## config.mk

```make
export PLATFORM = sky130hd
export DESIGN_NAME = cs_fringe_sched_flat
export DESIGN_NICKNAME = d
export VERILOG_FILES = /design/src/rtl/cs_fringe_sched_if.sv /design/src/rtl/cs_fringe_sched.sv /design/src/flat_wrapper.sv
export SDC_FILE = /design/constraint.sdc
export NUM_CORES = 1
export LEC_CHECK = 0
export ABC_AREA = 1
export ABC_CLOCK_PERIOD_IN_PS = 2800
export CAP_MARGIN = 5
export CORE_MARGIN = 4
export CORE_UTILIZATION = 25
export CTS_CLUSTER_SIZE = 20
export DETAILED_ROUTE_END_ITERATION = 10
export GPL_ROUTABILITY_DRIVEN = 0
export HOLD_SLACK_MARGIN = 0.02
export PLACE_DENSITY = 0.49
export SLEW_MARGIN = 0
export SYNTH_ARGS = -nofsm -noshare
export SYNTH_HDL_FRONTEND = slang
export SYNTH_SLANG_ARGS = --single-unit
```

## constraint.sdc

```tcl
create_clock -name clk_i -period 2.8 [get_ports clk_i]
set_clock_uncertainty 0.05 [all_clocks]
set_input_delay 0.7 -clock clk_i [delete_from_list [all_inputs] [get_ports clk_i]]
set_output_delay 0.7 -clock clk_i [all_outputs]
set_load 0.005 [all_outputs]
```

## src/rtl/cs_fringe_sched_if.sv

```systemverilog
// Signal bundle between mission-clock event detectors, the fringe scheduler and the
// fringe get/put driver. The scheduler uses the slave view; the driver/bench side uses master.
interface cs_fringe_sched_if #(
  parameter int N_EV = 4,
  parameter int EW   = 2
);
  logic [N_EV-1:0] ev_req_i;
  logic [N_EV-1:0] ev_dir_i;
  logic [N_EV-1:0] freeze_clk_o;
  logic            xfer_start_o;
  logic [EW-1:0]   xfer_event_o;
  logic            xfer_dir_o;
  logic            xfer_done_i;
  logic [N_EV-1:0] rcv_valid_o;
  logic            busy_o;
  logic            wd_err_o;

  modport slave (
    input  ev_req_i, ev_dir_i, xfer_done_i,
    output freeze_clk_o, xfer_start_o, xfer_event_o, xfer_dir_o, rcv_valid_o, busy_o, wd_err_o
  );

  modport master (
    output ev_req_i, ev_dir_i, xfer_done_i,
    input  freeze_clk_o, xfer_start_o, xfer_event_o, xfer_dir_o, rcv_valid_o, busy_o, wd_err_o
  );
endinterface

```

## src/rtl/cs_fringe_sched.sv

```systemverilog
// Shares the single fringe port among N_EV frozen mission-clock events, one transfer at a time.
// Define CS_SCHED_FIXED_PRIO_EN for fixed lowest-index priority; default build is round-robin.
module cs_fringe_sched #(
  parameter int N_EV   = 4,
  parameter int EW     = 2,
  parameter int WD_MAX = 100
) (
  input  logic             clk_i,
  input  logic             rst_i,
  cs_fringe_sched_if.slave bus
);

  typedef enum logic [1:0] {
    IDLE  = 2'd0,
    ISSUE = 2'd1,
    WAIT  = 2'd2,
    ERR   = 2'd3
  } state_t;

  localparam logic [15:0] WD_LIM = 16'(WD_MAX);

  state_t              state_q, state_d;
  logic [N_EV-1:0]     pend_q, pend_d;
  logic [N_EV-1:0]     dir_q, dir_d;
  logic [N_EV-1:0]     rcv_q, rcv_d;
  logic [EW-1:0]       rr_q, rr_d;
  logic [EW-1:0]       ev_q, ev_d;
  logic                xdir_q, xdir_d;
  logic                start_q, start_d;
  logic                busy_q, busy_d;
  logic                err_q, err_d;
  logic [15:0]         wd_cnt_q, wd_cnt_d;
  logic [15:0]         wd_inc_s;
  logic                wd_hit_s;
  logic                win_found_s;
  logic [EW-1:0]       win_s;
  logic [N_EV-1:0]     new_req_s;
  logic [N_EV-1:0]     clr_s;
  logic [2*N_EV-1:0]   pend_dbl_s;
  logic [N_EV-1:0]     pend_rot_s;

  assign wd_inc_s = (wd_cnt_q == 16'hFFFF) ? 16'hFFFF : (wd_cnt_q + 16'd1);
  assign wd_hit_s = (wd_inc_s == WD_LIM);

  // Winner search: rotate pending so rr_q sits at bit 0, then take the lowest set bit.
  always_comb begin
    logic [EW:0] sum_v;
    sum_v       = {(EW+1){1'b0}};
    pend_dbl_s  = {pend_q, pend_q} >> rr_q;
    pend_rot_s  = pend_dbl_s[N_EV-1:0];
    win_found_s = 1'b0;
    win_s       = {EW{1'b0}};
    for (int k = N_EV - 1; k >= 0; k--) begin
      if (pend_rot_s[k]) begin
        sum_v = {1'b0, rr_q} + (EW+1)'(k);
        if (sum_v >= (EW+1)'(N_EV)) begin
          sum_v = sum_v - (EW+1)'(N_EV);
        end else begin
          sum_v = sum_v;
        end
        win_found_s = 1'b1;
        win_s       = sum_v[EW-1:0];
      end else begin
        win_found_s = win_found_s;
      end
    end
  end

  // Next-state logic; a done in the last allowed WAIT cycle beats the watchdog.
  always_comb begin
    state_d = state_q;
    case (state_q)
      IDLE: begin
        if (win_found_s) begin
          state_d = ISSUE;
        end else begin
          state_d = IDLE;
        end
      end
      ISSUE: state_d = WAIT;
      WAIT: begin
        if (bus.xfer_done_i) begin
          state_d = IDLE;
        end else if (wd_hit_s) begin
          state_d = ERR;
        end else begin
          state_d = WAIT;
        end
      end
      ERR:     state_d = ERR;
      default: state_d = IDLE;
    endcase
  end

  // Datapath and registered-output next values.
  always_comb begin
    ev_d      = ev_q;
    xdir_d    = xdir_q;
    rr_d      = rr_q;
    wd_cnt_d  = wd_cnt_q;
    rcv_d     = {N_EV{1'b0}};
    clr_s     = {N_EV{1'b0}};
    new_req_s = bus.ev_req_i & ~pend_q;
    case (state_q)
      IDLE: begin
        if (win_found_s) begin
          ev_d   = win_s;
          xdir_d = dir_q[win_s];
        end else begin
          ev_d   = ev_q;
        end
      end
      ISSUE: wd_cnt_d = 16'd0;
      WAIT: begin
        if (bus.xfer_done_i) begin
          clr_s[ev_q] = 1'b1;
          rcv_d[ev_q] = ~dir_q[ev_q];
`ifdef CS_SCHED_FIXED_PRIO_EN
          rr_d = {EW{1'b0}};
`else
          rr_d = (ev_q == EW'(N_EV - 1)) ? {EW{1'b0}} : (ev_q + EW'(1));
`endif
        end else begin
          wd_cnt_d = wd_inc_s;
        end
      end
      ERR:     wd_cnt_d = wd_cnt_q;
      default: wd_cnt_d = wd_cnt_q;
    endcase
    // A fresh request for the event being completed keeps it pending (set wins).
    pend_d  = (pend_q & ~clr_s) | bus.ev_req_i;
    dir_d   = (dir_q & ~new_req_s) | (bus.ev_dir_i & new_req_s);
    start_d = (state_d == ISSUE);
    busy_d  = (state_d != IDLE);
    err_d   = (state_d == ERR);
  end

  // State and output registers.
  always_ff @(posedge clk_i or posedge rst_i) begin
    if (rst_i) begin
      state_q  <= IDLE;
      pend_q   <= {N_EV{1'b0}};
      dir_q    <= {N_EV{1'b0}};
      rcv_q    <= {N_EV{1'b0}};
      rr_q     <= {EW{1'b0}};
      ev_q     <= {EW{1'b0}};
      xdir_q   <= 1'b0;
      start_q  <= 1'b0;
      busy_q   <= 1'b0;
      err_q    <= 1'b0;
      wd_cnt_q <= 16'd0;
    end else begin
      state_q  <= state_d;
      pend_q   <= pend_d;
      dir_q    <= dir_d;
      rcv_q    <= rcv_d;
      rr_q     <= rr_d;
      ev_q     <= ev_d;
      xdir_q   <= xdir_d;
      start_q  <= start_d;
      busy_q   <= busy_d;
      err_q    <= err_d;
      wd_cnt_q <= wd_cnt_d;
    end
  end

  assign bus.freeze_clk_o = pend_q;
  assign bus.xfer_start_o = start_q;
  assign bus.xfer_event_o = ev_q;
  assign bus.xfer_dir_o   = xdir_q;
  assign bus.rcv_valid_o  = rcv_q;
  assign bus.busy_o       = busy_q;
  assign bus.wd_err_o     = err_q;

endmodule

```

## src/flat_wrapper.sv

```systemverilog
// flat-port wrapper written by rule: the top's interface ports become plain ports
module cs_fringe_sched_flat 
#(
  parameter int N_EV   = 4,
  parameter int EW     = 2,
  parameter int WD_MAX = 100
)
  (clk_i, rst_i, bus_ev_req_i, bus_ev_dir_i, bus_xfer_done_i, bus_freeze_clk_o, bus_xfer_start_o, bus_xfer_event_o, bus_xfer_dir_o, bus_rcv_valid_o, bus_busy_o, bus_wd_err_o);
  cs_fringe_sched_if #(.N_EV(N_EV), .EW(EW)) bus_i ();
  input  logic clk_i;
  input  logic rst_i;
  input wire logic [$bits(bus_i.ev_req_i)-1:0] bus_ev_req_i;
  input wire logic [$bits(bus_i.ev_dir_i)-1:0] bus_ev_dir_i;
  input wire logic [$bits(bus_i.xfer_done_i)-1:0] bus_xfer_done_i;
  output wire logic [$bits(bus_i.freeze_clk_o)-1:0] bus_freeze_clk_o;
  output wire logic [$bits(bus_i.xfer_start_o)-1:0] bus_xfer_start_o;
  output wire logic [$bits(bus_i.xfer_event_o)-1:0] bus_xfer_event_o;
  output wire logic [$bits(bus_i.xfer_dir_o)-1:0] bus_xfer_dir_o;
  output wire logic [$bits(bus_i.rcv_valid_o)-1:0] bus_rcv_valid_o;
  output wire logic [$bits(bus_i.busy_o)-1:0] bus_busy_o;
  output wire logic [$bits(bus_i.wd_err_o)-1:0] bus_wd_err_o;
  assign bus_i.ev_req_i = bus_ev_req_i;
  assign bus_i.ev_dir_i = bus_ev_dir_i;
  assign bus_i.xfer_done_i = bus_xfer_done_i;
  assign bus_freeze_clk_o = bus_i.freeze_clk_o;
  assign bus_xfer_start_o = bus_i.xfer_start_o;
  assign bus_xfer_event_o = bus_i.xfer_event_o;
  assign bus_xfer_dir_o = bus_i.xfer_dir_o;
  assign bus_rcv_valid_o = bus_i.rcv_valid_o;
  assign bus_busy_o = bus_i.busy_o;
  assign bus_wd_err_o = bus_i.wd_err_o;
  cs_fringe_sched #(.N_EV(N_EV), .EW(EW), .WD_MAX(WD_MAX)) u_core (.clk_i(clk_i), .rst_i(rst_i), .bus(bus_i));
endmodule
```

Word-level counts from Yosys, hierarchy flattened:

Index checks and enable logic that the tools add are counted.

* register bits after elaboration: 38
* input bits: 11
* output and inout bits: 14
* word-level logic and storage cells: 85

* $add $sub $neg: 9
* $lt $le $gt $ge: 7
* eq/ne operators: 9
* shift operators: 1
* multiplexer cells: 30
* bitwise operators: 11
* reduce and logical (&&, ||, !) cells: 7

Operators by type and width (count)
* 16-bit 2-to-1 mux: 2
* 16-bit one-hot mux with 2 select lines: 1
* 4-bit bitwise AND: 5
* 2-bit 2-to-1 mux: 10
* 16-bit by 1-bit adder with 16-bit output (second input constant): 1
* 16-bit == test (second input constant): 1
* 16-bit by 7-bit == test with 1-bit output (second input constant): 1
* 4-bit 2-to-1 mux: 4
* 4-bit inverter: 3
* 3-bit greater-or-equal comparator (second input constant): 3
* 1-bit 2-to-1 mux: 9
* 2-bit == test (second input constant): 4
* 4-bit bitwise OR: 2
* 2-bit one-hot mux with 4 select lines: 1
* 8-bit by 2-bit right shift with 4-bit output: 1
* 2-bit by 1-bit subtractor with 2-bit output (second input constant): 4
* 2-bit by 2-bit adder with 3-bit output (second input constant): 2
* 2-bit by 3-bit < comparator with 1-bit output (second input constant): 2
* 2-bit AND reduction: 3
* 1-bit binary-select mux with 2-bit select: 2
* 2-bit by 1-bit == test with 1-bit output (second input constant): 2
* 2-bit nonzero test: 2
* 2-bit by 1-bit adder with 3-bit output (second input constant): 1
* 2-bit by 3-bit greater-or-equal comparator with 1-bit output (second input constant): 1
* other kinds (7): 7

Logic depth before layout (Yosys ltp):

Gate-level depths: netlist of the first run.

* word-level depth: 9
* gate-level depth with buffers: 15
* depth with buffers taken out: 14

Least setup slack after synthesis of the first run:

Ideal clock, no wire load.

* kind: reg-to-reg
* from: register u_core.wd_cnt_q[0]
* to: register u_core.err_q, in the netlist u_core.bus.wd_err_o
* library setup time: 0.065 ns
* data arrival time: 1.528 ns
* required time: 2.685 ns
* slack: 1.157 ns
* stages on the path, launching flop included: 13
* buffers on the path: 0
* period minus slack after synthesis: 1.643 ns
* cells stage by stage: dfrtp_1 ha_1 nand3_2 inv_2 nand2_4 nor2_1 nand2_1 nand3_1 nor2_1 nand2_1 nor2_1 nand4_1 nand2_1

* longest elaborated chain between the ends: 7
* elaborated cells between the ends (all ways): 8
* those cells by class: add/sub: 1; eq/ne: 3; mux: 4

RTL lines
* start, declared: RTL line cs_fringe_sched.sv:32 `logic [15:0] wd_cnt_q, wd_cnt_d;`
* start signal, assigned: RTL line cs_fringe_sched.sv:163 `wd_cnt_q <= wd_cnt_d;`
* 16-bit by 1-bit adder with 16-bit output or 16-bit == test (tied branches): RTL line cs_fringe_sched.sv:42 `assign wd_inc_s = (wd_cnt_q == 16'hFFFF) ? 16'hFFFF : (wd_cnt_q + 16'd1);`
* 16-bit 2-to-1 mux (*): RTL line cs_fringe_sched.sv:42
* 16-bit by 7-bit == test with 1-bit output (*): RTL line cs_fringe_sched.sv:43 `assign wd_hit_s = (wd_inc_s == WD_LIM);`
* 1-bit 2-to-1 mux (*): RTL line cs_fringe_sched.sv:84 `end else if (wd_hit_s) begin`
* 2-bit 2-to-1 mux (*): RTL line cs_fringe_sched.sv:82 `if (bus.xfer_done_i) begin`
* 2-bit one-hot mux with 4 select lines (*): RTL line cs_fringe_sched.sv:72 `case (state_q)`
* 2-bit == test (*): RTL line cs_fringe_sched.sv:135 `err_d = (state_d == ERR);`
* named net u_core.err_d: RTL line cs_fringe_sched.sv:31 `logic err_q, err_d;`
* end signal, assigned: RTL line cs_fringe_sched.sv:162 `err_q <= err_d;`
* end, declared: RTL line cs_fringe_sched.sv:31

The timed path passes the listed nets; every way through them passes the cells marked *.
A chain may end at the register's enable or synchronous reset.

Worst setup path after layout of the first run:

* from: register u_core.ev_q[0], in the netlist u_core.bus.xfer_event_o[0]
* to: output bus_xfer_event_o[0]

RTL lines
* start, declared: RTL line cs_fringe_sched.sv:27 `logic [EW-1:0] ev_q, ev_d;`
* start signal, assigned: RTL line cs_fringe_sched.sv:146 `ev_q <= {EW{1'b0}};`
* start signal, assigned: RTL line cs_fringe_sched.sv:158 `ev_q <= ev_d;`
* end, declared: RTL line flat_wrapper.sv:17 `output wire logic [$bits(bus_i.xfer_event_o)-1:0] bus_xfer_event_o;`

No word-level cell between the ends.

==> results_tabular.tex, run 1 <==
\begin{tabular}{lr}
\hline
Metric & Value \\
\hline
\multicolumn{2}{l}{\textbf{Yosys}} \\
\quad Largest area contributor in the synthesized netlist & dfrtp\_1 \\
\quad Combinational family with the most area after synthesis & simple AND/OR/NAND/NOR gates \\
\quad Distinct cells, synth & 30 \\
\quad Syn Inst Count & 340 \\
\quad Xor/xnor cell area share of the yosys netlist & 1.47\% \\
\quad Net Count, Synth & 356 \\
\quad Syn. warnings & 0 \\
\quad Adder and majority cell fraction of the synthesized area & 2.62\% \\
\quad Sequential-to-total area share from yosys stat & 39.9\% \\
\quad EDFF count, synth & 0 \\
\quad Area share of the largest cell type after synthesis & 39.9\% \\
\quad Area of the mapped netlist & 2390 sq um \\
\quad Syn avg cell area & 7.02 sq um \\
\quad Fraction of synthesized area in multiplexers & 0\% \\
\quad Post-synthesis compound-gate area fraction & 9.96\% \\
\quad Seq cells post-synth & 38 \\
\quad Async set-reset flop share out of synthesis & 100\% \\
\quad Predominant post-synthesis flop cell & dfrtp\_1 \\
\quad Fraction of the mapped netlist area in simple logic gates & 37.1\% \\
\quad Top cells by area in the synthesized netlist & dfrtp\_1 (40\%), nand2\_1 (14\%), nand3\_1 (9.6\%), inv\_1 (7.1\%), nor2\_1 (6.6\%) \\
\multicolumn{2}{l}{\textbf{Finish}} \\
\quad Register area & 951 sq um \\
\quad \# fillers & 1037 \\
\quad Count of antenna diodes in the layout & 0 \\
\quad Layout cell share with drive strength beyond 1 & 6.50\% \\
\quad Layout overhead on the synthesized area & 22.1\% \\
\quad Area of the multi-input gates & 1220 sq um \\
\quad Nets & 384 \\
\multicolumn{2}{l}{\textbf{Detailed routing}} \\
\quad Avg WL per Cell & 12.6 um \\
\quad Wirelength, routed & 6250 um \\
\quad Number of nets with antenna violations after detailed routing & 0 \\
\quad 1st-iter DRT viols & 69 \\
\quad Via count & 2251 \\
\quad Routed via count divided by cell count & 4.52 \\
\quad Number of remaining DRC errors & 0 \\
\quad Pre-Repair DR Iteration Count & 4 \\
\multicolumn{2}{l}{\textbf{Critical path}} \\
\quad Worst path buffer plus inverter count & 1 \\
\quad Kind of end point of the critical path & primary output \\
\quad CP peak stage delay & 540 ps \\
\quad Kind of critical path & reg -> out \\
\quad WP data arrival & 1300 ps \\
\quad Critical path's slowest cell & clkdlybuf4s50\_1 \\
\quad Crit. Startpoint & u\_core.bus.xfer\_event\_o[0] \\
\quad Critical R2R Launch & u\_core.wd\_cnt\_q[0] \\
\quad Launching element type of the critical path & flip-flop \\
\quad Reg-to-reg setup timing slack & 750 ps \\
\quad Cell-by-cell trace of the critical path & clkdlybuf4s50\_1 \\
\quad Worst EP required & 2050 ps \\
\quad Critical path's top delay family & buffers and inverters \\
\quad Largest fanout of any net on the critical path & 6 \\
\multicolumn{2}{l}{\textbf{Timing}} \\
\quad Peak clock frequency supported by timing & 487 MHz \\
\quad Setup\_tns & 0 ps \\
\quad Final critical-path share of the clock period & 73.4\% \\
\quad Max-slew headroom at the worst pin & 66.3\% \\
\quad RSZ-0062 raised after global routing & false \\
\quad Final setup violation count & 0 \\
\quad Final critical-path required period & 2050 ps \\
\quad Final hold viol count & 0 \\
\quad Transition time of the tightest slew-check pin & 506 ps \\
\quad Slew Viols, Final & 0 \\
\multicolumn{2}{l}{\textbf{Global route}} \\
\quad Global routing usage summed across all routing layers & 11.9\% \\
\quad Number of antenna violations at the first check in global routing & 0 \\
\quad Grt total ovfl & 0 \\
\quad Global-route wire length before repair & 10900 um \\
\quad Largest net degree at the start of global routing & 39 \\
\quad Via count of the first global-routing pass & 2311 \\
\multicolumn{2}{l}{\textbf{Placement}} \\
\quad Number of buffer cells added on primary ports & 24 \\
\quad DP Wirelength & 4930 um \\
\multicolumn{2}{l}{\textbf{Clock network}} \\
\quad \# H-tree levels & 2 \\
\quad Clock sinks & 38 \\
\quad Post-CTS Hold Fix Bufs & 0 \\
\quad Root Driver & clkbuf\_8 \\
\quad TritonCTS clock tree & done \\
\quad \# resized after CTS & 0 \\
\quad Maximum buffer depth of the clock tree & 2 \\
\quad Num CTS Buffers & 5 \\
\quad \# Post-CTS Setup Buffers & 0 \\
\quad Clock insertion delay at the later pin of the skew report & 300 ps \\
\quad Clock slew seen by the registers of the worst setup and hold paths & 90 ps \\
\multicolumn{2}{l}{\textbf{Die}} \\
\quad Width of the chip & 106 um \\
\quad Placeable Area & 9280 sq um \\
\quad Effective utilization at floorplan & 25.7\% \\
\quad Vertical extent of the die & 106 um \\
\quad Number of I/O pins & 25 \\
\quad Std-Cell Rows & 35 \\
\quad Die ar. & 11200 sq um \\
\multicolumn{2}{l}{\textbf{Power and ir drop}} \\
\quad Peak supply drop & 0.196 mV \\
\quad Total Power & 1.17 mW \\
\quad Leakage power & 1.42 nW \\
\quad PwrDens & 403 nW/um\^{}2 \\
\multicolumn{2}{l}{\textbf{Flow run}} \\
\quad Count of maximum capacitance violations & 0 \\
\multicolumn{2}{l}{\textbf{Worst hold path}} \\
\quad Worst min path class & reg -> reg \\
\quad Startpoint of the most critical hold path & u\_core.bus.xfer\_dir\_o \\
\multicolumn{2}{l}{\textbf{Run status}} \\
\quad Run status & complete, no violations \\
\hline
\end{tabular}
[synthesized netlist by cell type (3+ instances only)]
| cell type | n |
|---|---|
| o22ai_1 | 6 |
| a21oi_1 | 5 |
| nand2_1 | 88 |
| nor3_1 | 4 |
| nand3_1 | 46 |
| xor2_1 | 3 |
| o21ai_1 | 3 |
| a31oi_1 | 4 |
| o21ai_0 | 18 |
| nor2_1 | 42 |
| o21bai_1 | 4 |
| nand3_2 | 3 |
| dfrtp_1 | 38 |
| inv_1 | 45 |
| ha_1 | 5 |
| nand4_1 | 6 |
[per-layer routing]
layer | vias to the layer above | global-route usage, % | wire [um]
met2 | 38 | 20.3 | 2980
met3 | 10 | 2.88 | 230
li1 | 1158 | - | -
met5 | - | 0 | 0
met4 | 0 | 3.52 | 95
met1 | 1045 | 14.9 | 2940
[worst min-delay path, cell delays in order, from the launching register on]
cell     delay, ps
dfrtp_1        350
nand2_1         50
nand2_1         60
[path summary, 6_finish.rpt]
check	cells past startpoint	endpoint
max	1	bus_xfer_event_o[0]
max reg2reg	12	u_core.bus.wd_err_o
max in group asynchronous	3	u_core.state_q[1]
min reg2reg	2	u_core.bus.xfer_dir_o
min in group asynchronous	3	u_core.bus.wd_err_o
min	2	u_core.bus.xfer_dir_o
[metrics by stage]
step / util (%) / instance area [sq um] / hold WS (ps) / std cells / worst slack, ps
2_1_floorplan: - / 2390 / 423 / 340 / 1160
3_3_place_gp: 29.9 / 2770 / 422 / 490 / 606
3_5_place_dp: 29.9 / 2770 / 436 / 490 / 535
4_1_cts: 31.4 / 2910 / 458 / 498 / 727
5_1_grt: 31.4 / 2910 / 463 / 498 / 544
6_report: 31.4 / 2910 / 445 / 498 / 746
[placed cells by master (no fill, tap or decap), types with 5 or more instances in the layout]
| cell type | n |
|---|---|
| inv_1 | 45 |
| a21oi_1 | 5 |
| clkdlybuf4s50_1 | 24 |
| ha_1 | 5 |
| nor2_1 | 42 |
| dfrtp_1 | 38 |
| clkbuf_8 | 6 |
| nand4_1 | 6 |
| nand2_1 | 88 |
| nand3_1 | 46 |
| o22ai_1 | 6 |
| o21ai_0 | 18 |
[where the power goes]
group / total (mW) / internal (mW) / switching (mW)
Sequential: 0.548 / 0.548 / 0
Combinational: 0.0325 / 0.0147 / 0.0178
Clock: 0.593 / 0.380 / 0.212
Total: 1.17 / 0.943 / 0.230
[logic make-up (layout without fill, tap and decap cells)]
kind of cell | Yosys count | in the layout
AO/OA/AOI/OAI | 42 | 42
XOR/XNOR | 4 | 4
adder cells (fa/ha/maj) | 5 | 5
buffers and inverters | 53 | 82
flip-flops | 38 | 38
AND/OR/NAND/NOR | 198 | 198
[final cells by class]
| type | count | share of cell area, % |
|---|---|---|
| Clock buffer | 6 | 2.83 |
| Clock inverter | 2 | 2.06 |
| Inverter | 47 | 6.05 |
| Multi-Input combinational cell | 249 | 41.9 |
| Sequential cell | 38 | 32.6 |
| Tap cell | 129 | 5.54 |
| Timing Repair Buffer | 27 | 9.02 |
No activity file was read; power rests on OpenSTA's default activity.
==> run 2, diff against run 1 <==
--- a/config.mk
+++ b/config.mk
@@ -6,7 +6,7 @@
 export NUM_CORES = 1
 export LEC_CHECK = 0
 export ABC_AREA = 1
-export ABC_CLOCK_PERIOD_IN_PS = 2800
+export ABC_CLOCK_PERIOD_IN_PS = 1700
 export CAP_MARGIN = 5
 export CORE_MARGIN = 4
 export CORE_UTILIZATION = 25
@@ -14,7 +14,7 @@
 export DETAILED_ROUTE_END_ITERATION = 10
 export GPL_ROUTABILITY_DRIVEN = 0
 export HOLD_SLACK_MARGIN = 0.02
-export PLACE_DENSITY = 0.49
+export PLACE_DENSITY = 0.5
 export SLEW_MARGIN = 0
 export SYNTH_ARGS = -nofsm -noshare
 export SYNTH_HDL_FRONTEND = slang
==> constraint.sdc (replaced) <==
create_clock -name clk_i -period 1.7 [get_ports clk_i]
set_clock_uncertainty 0.05 [all_clocks]
set_input_delay 0.425 -clock clk_i [delete_from_list [all_inputs] [get_ports clk_i]]
set_output_delay 0.425 -clock clk_i [all_outputs]
set_load 0.005 [all_outputs]
==> run 2 against run 1 <==
Clock power up 17%. Combinational power is 91% higher. Utilization up 6.1 points. Count of clock-buffer cells in the layout unchanged. Non-clock buffer count is 41 higher. Critical path type is now reg -> reg. Largest cell class unchanged. Largest power group is now registers.
==> results_tabular.tex, run 2 (same netlist as run 1, synthesis figures left out) <==
\begin{tabular}{lr}
\hline
Metric & Value \\
\hline
\multicolumn{2}{l}{\textbf{Critical path}} \\
\quad Reg-to-reg setup timing slack & 0.9 ps (was 750 ps) \\
\quad Worst setup endpoint & u\_core.bus.wd\_err\_o (was bus\_xfer\_event\_o[0]) \\
\quad FF-to-FF path depth & 11 (was 12) \\
\quad Crit. Startpoint & u\_core.wd\_cnt\_q[4] (was u\_core.bus.xfer\_event\_o[0]) \\
\quad Kind of critical path & reg -> reg (was reg -> out) \\
\quad Destination of the worst register-to-register timing path & u\_core.bus.wd\_err\_o (unchanged) \\
\quad Largest fanout of any net on the critical path & 4 (was 6) \\
\quad Kind of end point of the critical path & flip-flop (was primary output) \\
\quad Critical R2R Launch & u\_core.wd\_cnt\_q[4] (was u\_core.wd\_cnt\_q[0]) \\
\quad Worst EP required & 1890 ps (was 2050 ps) \\
\quad Launching element type of the critical path & flip-flop (unchanged) \\
\quad WP data arrival & 1880 ps (was 1300 ps) \\
\multicolumn{2}{l}{\textbf{Global route}} \\
\quad Grt total ovfl & 0 (unchanged) \\
\quad Global-route wire length before repair & 11200 um (was 10900 um) \\
\quad Via count of the first global-routing pass & 2420 (was 2311) \\
\quad Largest net degree at the start of global routing & 39 (unchanged) \\
\quad Number of antenna violations at the first check in global routing & 0 (unchanged) \\
\quad Global routing usage summed across all routing layers & 12.5\% (was 11.9\%) \\
\multicolumn{2}{l}{\textbf{Die}} \\
\quad Width of the chip & 106 um (unchanged) \\
\quad Placeable Area & 9280 sq um (unchanged) \\
\quad Effective utilization at floorplan & 25.7\% (unchanged) \\
\quad Std-Cell Rows & 35 (unchanged) \\
\quad Die ar. & 11200 sq um (unchanged) \\
\quad Vertical extent of the die & 106 um (unchanged) \\
\quad Number of I/O pins & 25 (unchanged) \\
\multicolumn{2}{l}{\textbf{Detailed routing}} \\
\quad Number of remaining DRC errors & 0 (unchanged) \\
\quad Pre-Repair DR Iteration Count & 4 (unchanged) \\
\quad Wirelength, routed & 7080 um (was 6250 um) \\
\quad Avg WL per Cell & 13.1 um (was 12.6 um) \\
\quad Number of nets with antenna violations after detailed routing & 0 (unchanged) \\
\quad Via count & 2473 (was 2251) \\
\quad 1st-iter DRT viols & 73 (was 69) \\
\quad Routed via count divided by cell count & 4.59 (was 4.52) \\
\multicolumn{2}{l}{\textbf{Timing}} \\
\quad Max-slew headroom at the worst pin & 76.5\% (was 66.3\%) \\
\quad Final critical-path share of the clock period & 99.9\% \\
\quad RSZ-0062 raised after global routing & true (was false) \\
\quad Final hold viol count & 0 (unchanged) \\
\quad Transition time of the tightest slew-check pin & 352 ps (was 506 ps) \\
\quad Slew Viols, Final & 0 (unchanged) \\
\quad Final setup violation count & 0 (unchanged) \\
\quad Final critical-path setup slack & 0.909 ps (was 746 ps) \\
\quad Final critical-path required period & 1700 ps \\
\quad Peak clock frequency supported by timing & 589 MHz \\
\multicolumn{2}{l}{\textbf{Placement}} \\
\quad Placed cells & 521 (was 490) \\
\quad Number of buffer cells added on primary ports & 24 (unchanged) \\
\quad Post-Place Worst Slack & -108 ps (was 535 ps) \\
\quad DP Wirelength & 5110 um (was 4930 um) \\
\multicolumn{2}{l}{\textbf{Finish}} \\
\quad \# fillers & 967 (was 1037) \\
\quad Final std cells w/o fill & 539 (was 498) \\
\quad Layout overhead on the synthesized area & 45.9\% (was 22.1\%) \\
\quad Count of antenna diodes in the layout & 0 (unchanged) \\
\quad Nets & 425 (was 384) \\
\quad Most frequent cells in the layout & nand2\_1 (73), inv\_1 (41), nand3\_1 (40), buf\_4 (40), dfrtp\_1 (31) (was nand2\_1 (88), nand3\_1 (46), inv\_1 (45), nor2\_1 (42), dfrtp\_1 (38)) \\
\quad Area of the multi-input gates & 1480 sq um (was 1220 sq um) \\
\quad Register area & 960 sq um (was 951 sq um) \\
\quad Layout cell share with drive strength beyond 1 & 29.0\% (was 6.50\%) \\
\quad Commonest non-fill, non-tap cell in the layout & nand2\_1 (unchanged) \\
\multicolumn{2}{l}{\textbf{Clock network}} \\
\quad Maximum buffer depth of the clock tree & 2 (unchanged) \\
\quad Clock insertion delay at the later pin of the skew report & 300 ps (about the same) \\
\quad Clock slew seen by the registers of the worst setup and hold paths & 90 ps (about the same) \\
\quad Root Driver & clkbuf\_8 (unchanged) \\
\quad Post-CTS Hold Fix Bufs & 0 (unchanged) \\
\quad \# H-tree levels & 2 (unchanged) \\
\quad Clock sinks & 38 (unchanged) \\
\quad TritonCTS clock tree & done (unchanged) \\
\quad Num CTS Buffers & 5 (unchanged) \\
\multicolumn{2}{l}{\textbf{Power and ir drop}} \\
\quad PwrDens & 476 nW/um\^{}2 (was 403 nW/um\^{}2) \\
\quad Peak supply drop & 0.451 mV (was 0.196 mV) \\
\quad Leakage power & 1.71 nW (was 1.42 nW) \\
\multicolumn{2}{l}{\textbf{Worst hold path}} \\
\quad Worst min path class & in -> async (was reg -> reg) \\
\multicolumn{2}{l}{\textbf{Flow run}} \\
\quad Count of maximum capacitance violations & 0 (unchanged) \\
\multicolumn{2}{l}{\textbf{Run status}} \\
\quad Run status & complete, no violations (unchanged) \\
\hline
\end{tabular}
## run 2: cell count changes in the layout (fill, tap and decap cells not counted), moves of 10 or more
cell,change
nand2_2,+12
nor2_4,+10
buf_4,+37
nor2_1,-16
nand2_1,-15
## run 2: metrics by stage
| step | utilization, % | hold slack [ps] | power (mW) | instance area [sq um] | setup TNS, ps |
|---|---|---|---|---|---|
| floorplan | - | 423 | 0.944 | 2390 | 0 |
| CTS | 34.0 | 448 | 1.68 | 3160 | -27.7 |
| global route | 37.5 | 470 | 1.72 | 3480 | -386 |
| global placement | 32.5 | 425 | 0.985 | 3020 | -260 |
| finish | 37.5 | 427 | 1.66 | 3480 | 0 |
| detailed placement | 32.5 | 433 | 0.985 | 3020 | -300 |
## run 2: repair_timing
action | in CTS | in global routing
cloned | 0 | 0
gates resized for setup | 14 | 73
pin swaps | 1 | 27
endpoints found under the hold margin | 0 | 0
buffers inserted | 2 | 8
setup endpoints to repair | 5 | 12
## run 2: area by class of cell
| type | count | share of cell area, % |
|---|---|---|
| clock buffers | 6 | 2.37 |
| flip-flops and latches | 38 | 27.6 |
| clock inverters | 2 | 0.359 |
| inverters | 47 | 5.28 |
| multi-input cells | 249 | 42.4 |
| well taps | 129 | 4.64 |
| repair buffers | 68 | 17.4 |
## run 2: worst max-delay path: stages (launching register included)
cell and delay [ps]:
dfrtp_2 430, nand2_4 80, nor2_4 240, buf_6 140, nand3_1 70, nand2_1 80
nand3_2 100, nor2_2 130, nand2_1 60, nor2_1 80, nand4_1 100, nand2_1 80
## run 2: worst min path at each step
stage	start	to	slack, ps	cells after the start
2_1_floorplan	u_core.bus.xfer_dir_o	u_core.bus.xfer_dir_o	420	2
3_3_place_gp	u_core.bus.xfer_dir_o	u_core.bus.xfer_dir_o	420	2
3_5_place_dp	u_core.bus.xfer_dir_o	u_core.bus.xfer_dir_o	430	2
4_1_cts	rst_i	u_core.wd_cnt_q[0]	450	3
5_1_grt	rst_i	u_core.bus.xfer_start_o	470	3
6_report	rst_i	u_core.wd_cnt_q[15]	430	3
## run 2: power by group
part | internal [mW] | switching, mW | total (mW)
Clock | 0.327 | 0.366 | 0.693
Sequential | 0.903 | 0 | 0.903
Combinational | 0.0304 | 0.0316 | 0.0620
Total | 1.26 | 0.398 | 1.66
## run 2: per-layer routing
layer,GRT usage [%],share of wire [%]
met4,4.81,3.1
met5,0,0
met2,20.5,47
met3,2.45,4.1
met1,16.0,46
==> run 3, diff against run 2 <==
--- a/config.mk
+++ b/config.mk
@@ -9,12 +9,12 @@
 export ABC_CLOCK_PERIOD_IN_PS = 1700
 export CAP_MARGIN = 5
 export CORE_MARGIN = 4
-export CORE_UTILIZATION = 25
+export CORE_UTILIZATION = 51
 export CTS_CLUSTER_SIZE = 20
 export DETAILED_ROUTE_END_ITERATION = 10
 export GPL_ROUTABILITY_DRIVEN = 0
 export HOLD_SLACK_MARGIN = 0.02
-export PLACE_DENSITY = 0.5
+export PLACE_DENSITY = 0.83
 export SLEW_MARGIN = 0
 export SYNTH_ARGS = -nofsm -noshare
 export SYNTH_HDL_FRONTEND = slang
==> run 3 against run 2 <==
The run now ends with negative setup slack left. Utilization grew 33 points. Via count shrank 0.61%. Sequential share of layout area grew 3.0 points. Global-route usage grew 9.4 points. Clock power shrank 4.0%. Largest power group unchanged.
==> results_tabular.tex, run 3 (same netlist as run 1, synthesis figures left out) <==
\begin{tabular}{lr}
\hline
Metric & Value \\
\hline
\multicolumn{2}{l}{\textbf{Run status}} \\
\quad Failing checks & negative setup slack \\
\quad Run status & finished, violations left (was complete, no violations) \\
\multicolumn{2}{l}{\textbf{Timing}} \\
\quad Max-slew headroom at the worst pin & 70.6\% (was 76.5\%) \\
\quad Final critical-path required period & 1790 ps (was 1700 ps) \\
\quad Slew Viols, Final & 0 (unchanged) \\
\quad RSZ-0062 raised after global routing & true (unchanged) \\
\quad Final critical-path share of the clock period & 105\% (was 99.9\%) \\
\quad Transition time of the tightest slew-check pin & 441 ps (was 352 ps) \\
\quad Peak clock frequency supported by timing & 558 MHz (was 589 MHz) \\
\quad Final setup violation count & 2 (was 0) \\
\quad Final critical-path setup slack & -91.6 ps (was 0.909 ps) \\
\quad Final hold viol count & 0 (unchanged) \\
\multicolumn{2}{l}{\textbf{Placement}} \\
\quad Number of buffer cells added on primary ports & 24 (unchanged) \\
\quad Placed cells & 423 (was 521) \\
\quad Instance area after placement & 2760 sq um (was 3020 sq um) \\
\quad DP Wirelength & 4490 um (was 5110 um) \\
\multicolumn{2}{l}{\textbf{Clock network}} \\
\quad Clock sinks & 38 (unchanged) \\
\quad Clock slew seen by the registers of the worst setup and hold paths & 90 ps (about the same) \\
\quad Root Driver & clkbuf\_8 (unchanged) \\
\quad Maximum buffer depth of the clock tree & 2 (unchanged) \\
\quad Num CTS Buffers & 5 (unchanged) \\
\quad \# H-tree levels & 2 (unchanged) \\
\quad Clock insertion delay at the later pin of the skew report & 300 ps (about the same) \\
\quad Post-CTS Hold Fix Bufs & 0 (unchanged) \\
\quad TritonCTS clock tree & done (unchanged) \\
\multicolumn{2}{l}{\textbf{Die}} \\
\quad Die ar. & 5840 sq um (was 11200 sq um) \\
\quad Width of the chip & 76.4 um (was 106 um) \\
\quad Std-Cell Rows & 24 (was 35) \\
\quad Effective utilization at floorplan & 53.7\% (was 25.7\%) \\
\quad Vertical extent of the die & 76.4 um (was 106 um) \\
\quad Number of I/O pins & 25 (unchanged) \\
\quad Placeable Area & 4440 sq um (was 9280 sq um) \\
\multicolumn{2}{l}{\textbf{Critical path}} \\
\quad Reg-to-reg setup timing slack & -90 ps (was 0.9 ps) \\
\quad Worst EP required & 1890 ps (about the same) \\
\quad Kind of critical path & reg -> reg (unchanged) \\
\quad WP data arrival & 1980 ps (was 1880 ps) \\
\quad Largest fanout of any net on the critical path & 4 (unchanged) \\
\quad FF-to-FF path depth & 10 (was 11) \\
\quad Destination of the worst register-to-register timing path & u\_core.state\_q[0] (was u\_core.bus.wd\_err\_o) \\
\quad Kind of end point of the critical path & flip-flop (unchanged) \\
\quad Launching element type of the critical path & flip-flop (unchanged) \\
\quad Critical R2R Launch & u\_core.wd\_cnt\_q[9] (was u\_core.wd\_cnt\_q[4]) \\
\multicolumn{2}{l}{\textbf{Power and ir drop}} \\
\quad PwrDens & 520 nW/um\^{}2 (was 476 nW/um\^{}2) \\
\quad Power share of the sequential group & 55.4\% (was 54.4\%) \\
\quad Peak supply drop & 0.490 mV (was 0.451 mV) \\
\quad Power spent charging and discharging nets & 370 uW (was 398 uW) \\
\quad P\_int & 1.26 mW (about the same) \\
\quad Net Sw Frac & 22.7\% (was 24.0\%) \\
\quad Fraction of power consumed by combinational cells & 3.8\% (was 3.7\%) \\
\quad Leakage power & 1.56 nW (was 1.71 nW) \\
\quad Portion of total power attributed to the clock network & 40.8\% (was 41.8\%) \\
\multicolumn{2}{l}{\textbf{Detailed routing}} \\
\quad 1st-iter DRT viols & 410 (was 73) \\
\quad Routed via count divided by cell count & 5.60 (was 4.59) \\
\quad Number of nets with antenna violations after detailed routing & 0 (unchanged) \\
\quad Avg WL per Cell & 14.9 um (was 13.1 um) \\
\quad Number of remaining DRC errors & 0 (unchanged) \\
\quad Via count & 2458 (was 2473) \\
\quad Pre-Repair DR Iteration Count & 5 (was 4) \\
\quad Wirelength, routed & 6530 um (was 7080 um) \\
\multicolumn{2}{l}{\textbf{Finish}} \\
\quad Count of antenna diodes in the layout & 0 (unchanged) \\
\quad Most frequent cells in the layout & nand2\_1 (76), inv\_1 (40), nand3\_1 (39), nor2\_1 (32), dfrtp\_1 (32) (was nand2\_1 (73), inv\_1 (41), nand3\_1 (40), buf\_4 (40), dfrtp\_1 (31)) \\
\quad Commonest non-fill, non-tap cell in the layout & nand2\_1 (unchanged) \\
\quad Post-route cell area & 3130 sq um (was 3480 sq um) \\
\quad Final std cells w/o fill & 439 (was 539) \\
\quad Nets & 402 (was 425) \\
\quad Layout cell share with drive strength beyond 1 & 22.2\% (was 29.0\%) \\
\quad Final core area utilization & 70.5\% (was 37.5\%) \\
\quad Layout overhead on the synthesized area & 31.3\% (was 45.9\%) \\
\multicolumn{2}{l}{\textbf{Global route}} \\
\quad Largest net degree at the start of global routing & 39 (unchanged) \\
\quad Global routing usage summed across all routing layers & 21.9\% (was 12.5\%) \\
\quad Grt total ovfl & 0 (unchanged) \\
\quad Via count of the first global-routing pass & 2224 (was 2420) \\
\quad Number of antenna violations at the first check in global routing & 0 (unchanged) \\
\quad Global-route wire length before repair & 10400 um (was 11200 um) \\
\multicolumn{2}{l}{\textbf{Worst hold path}} \\
\quad Worst min path class & in -> async (unchanged) \\
\multicolumn{2}{l}{\textbf{Flow run}} \\
\quad Count of maximum capacitance violations & 0 (unchanged) \\
\hline
\end{tabular}
## run 3: worst max path at each step
stage / from / endpoint / slack (ps) / cells past startpoint
2_1_floorplan: u_core.wd_cnt_q[0] / u_core.bus.wd_err_o / 60 / 12
3_3_place_gp: u_core.wd_cnt_q[1] / u_core.state_q[0] / -50 / 11
3_5_place_dp: u_core.wd_cnt_q[1] / u_core.state_q[0] / -60 / 11
4_1_cts: u_core.wd_cnt_q[0] / u_core.state_q[0] / -10 / 11
5_1_grt: u_core.wd_cnt_q[9] / u_core.state_q[0] / -200 / 10
6_report: u_core.wd_cnt_q[9] / u_core.state_q[0] / -90 / 10
## run 3: critical path, stage by stage, from the launching register on
cell and delay [ps]:
dfrtp_1 430, nand2_1 160, nor2_4 210, nand2_1 120, nor2_4 170, nor2_2 70
nor2_2 140, nand4_1 100, nor2_1 150, nand2_1 80, nand2_1 50
## run 3: area by class of cell
type	count	area, sq um
repair buffers	44	418
well taps	52	65.1
clock buffers	6	82.6
inverters	47	184
flip-flops and latches	38	958
multi-input cells	250	1410
clock inverters	2	12.5
fillers	331	1310
## run 3: what timing repair did
action / in CTS / in global routing
setup endpoints to repair: 5 / 11
pin swaps: 0 / 12
resized for setup: 14 / 51
cloned: 0 / 1
buffers inserted: 2 / 5
## run 3: metal layers
metal,vias to the layer above,GRT usage (%),share of wire [%],routed length [um]
met5,-,0,0,0
met4,0,8.33,2.7,177
met1,1116,26.9,40,2640
met3,22,4.37,6.6,430
li1,1201,-,-,-
met2,119,37.7,50,3290
## run 3: stage by stage
step           TNS [ps]  setup slack, ps  total power [mW]  hold WS [ps]
5_1_grt            -445             -202              1.70           448
3_3_place_gp      -64.0            -54.4             0.983           422
4_1_cts           -12.1            -12.1              1.64           433
6_report           -161            -91.6              1.63           419
3_5_place_dp       -177            -64.6             0.983           446
2_1_floorplan         0             57.1             0.944           423
## run 3: power groups by stage
stage          Combinational [mW]  Sequential, mW  Clock [mW]
2_1_floorplan              0.0227           0.921           0
3_3_place_gp               0.0619           0.921           0
4_1_cts                    0.0626           0.903       0.669
3_5_place_dp               0.0625           0.921           0
6_report                   0.0615           0.903       0.665
5_1_grt                    0.0690           0.903       0.730
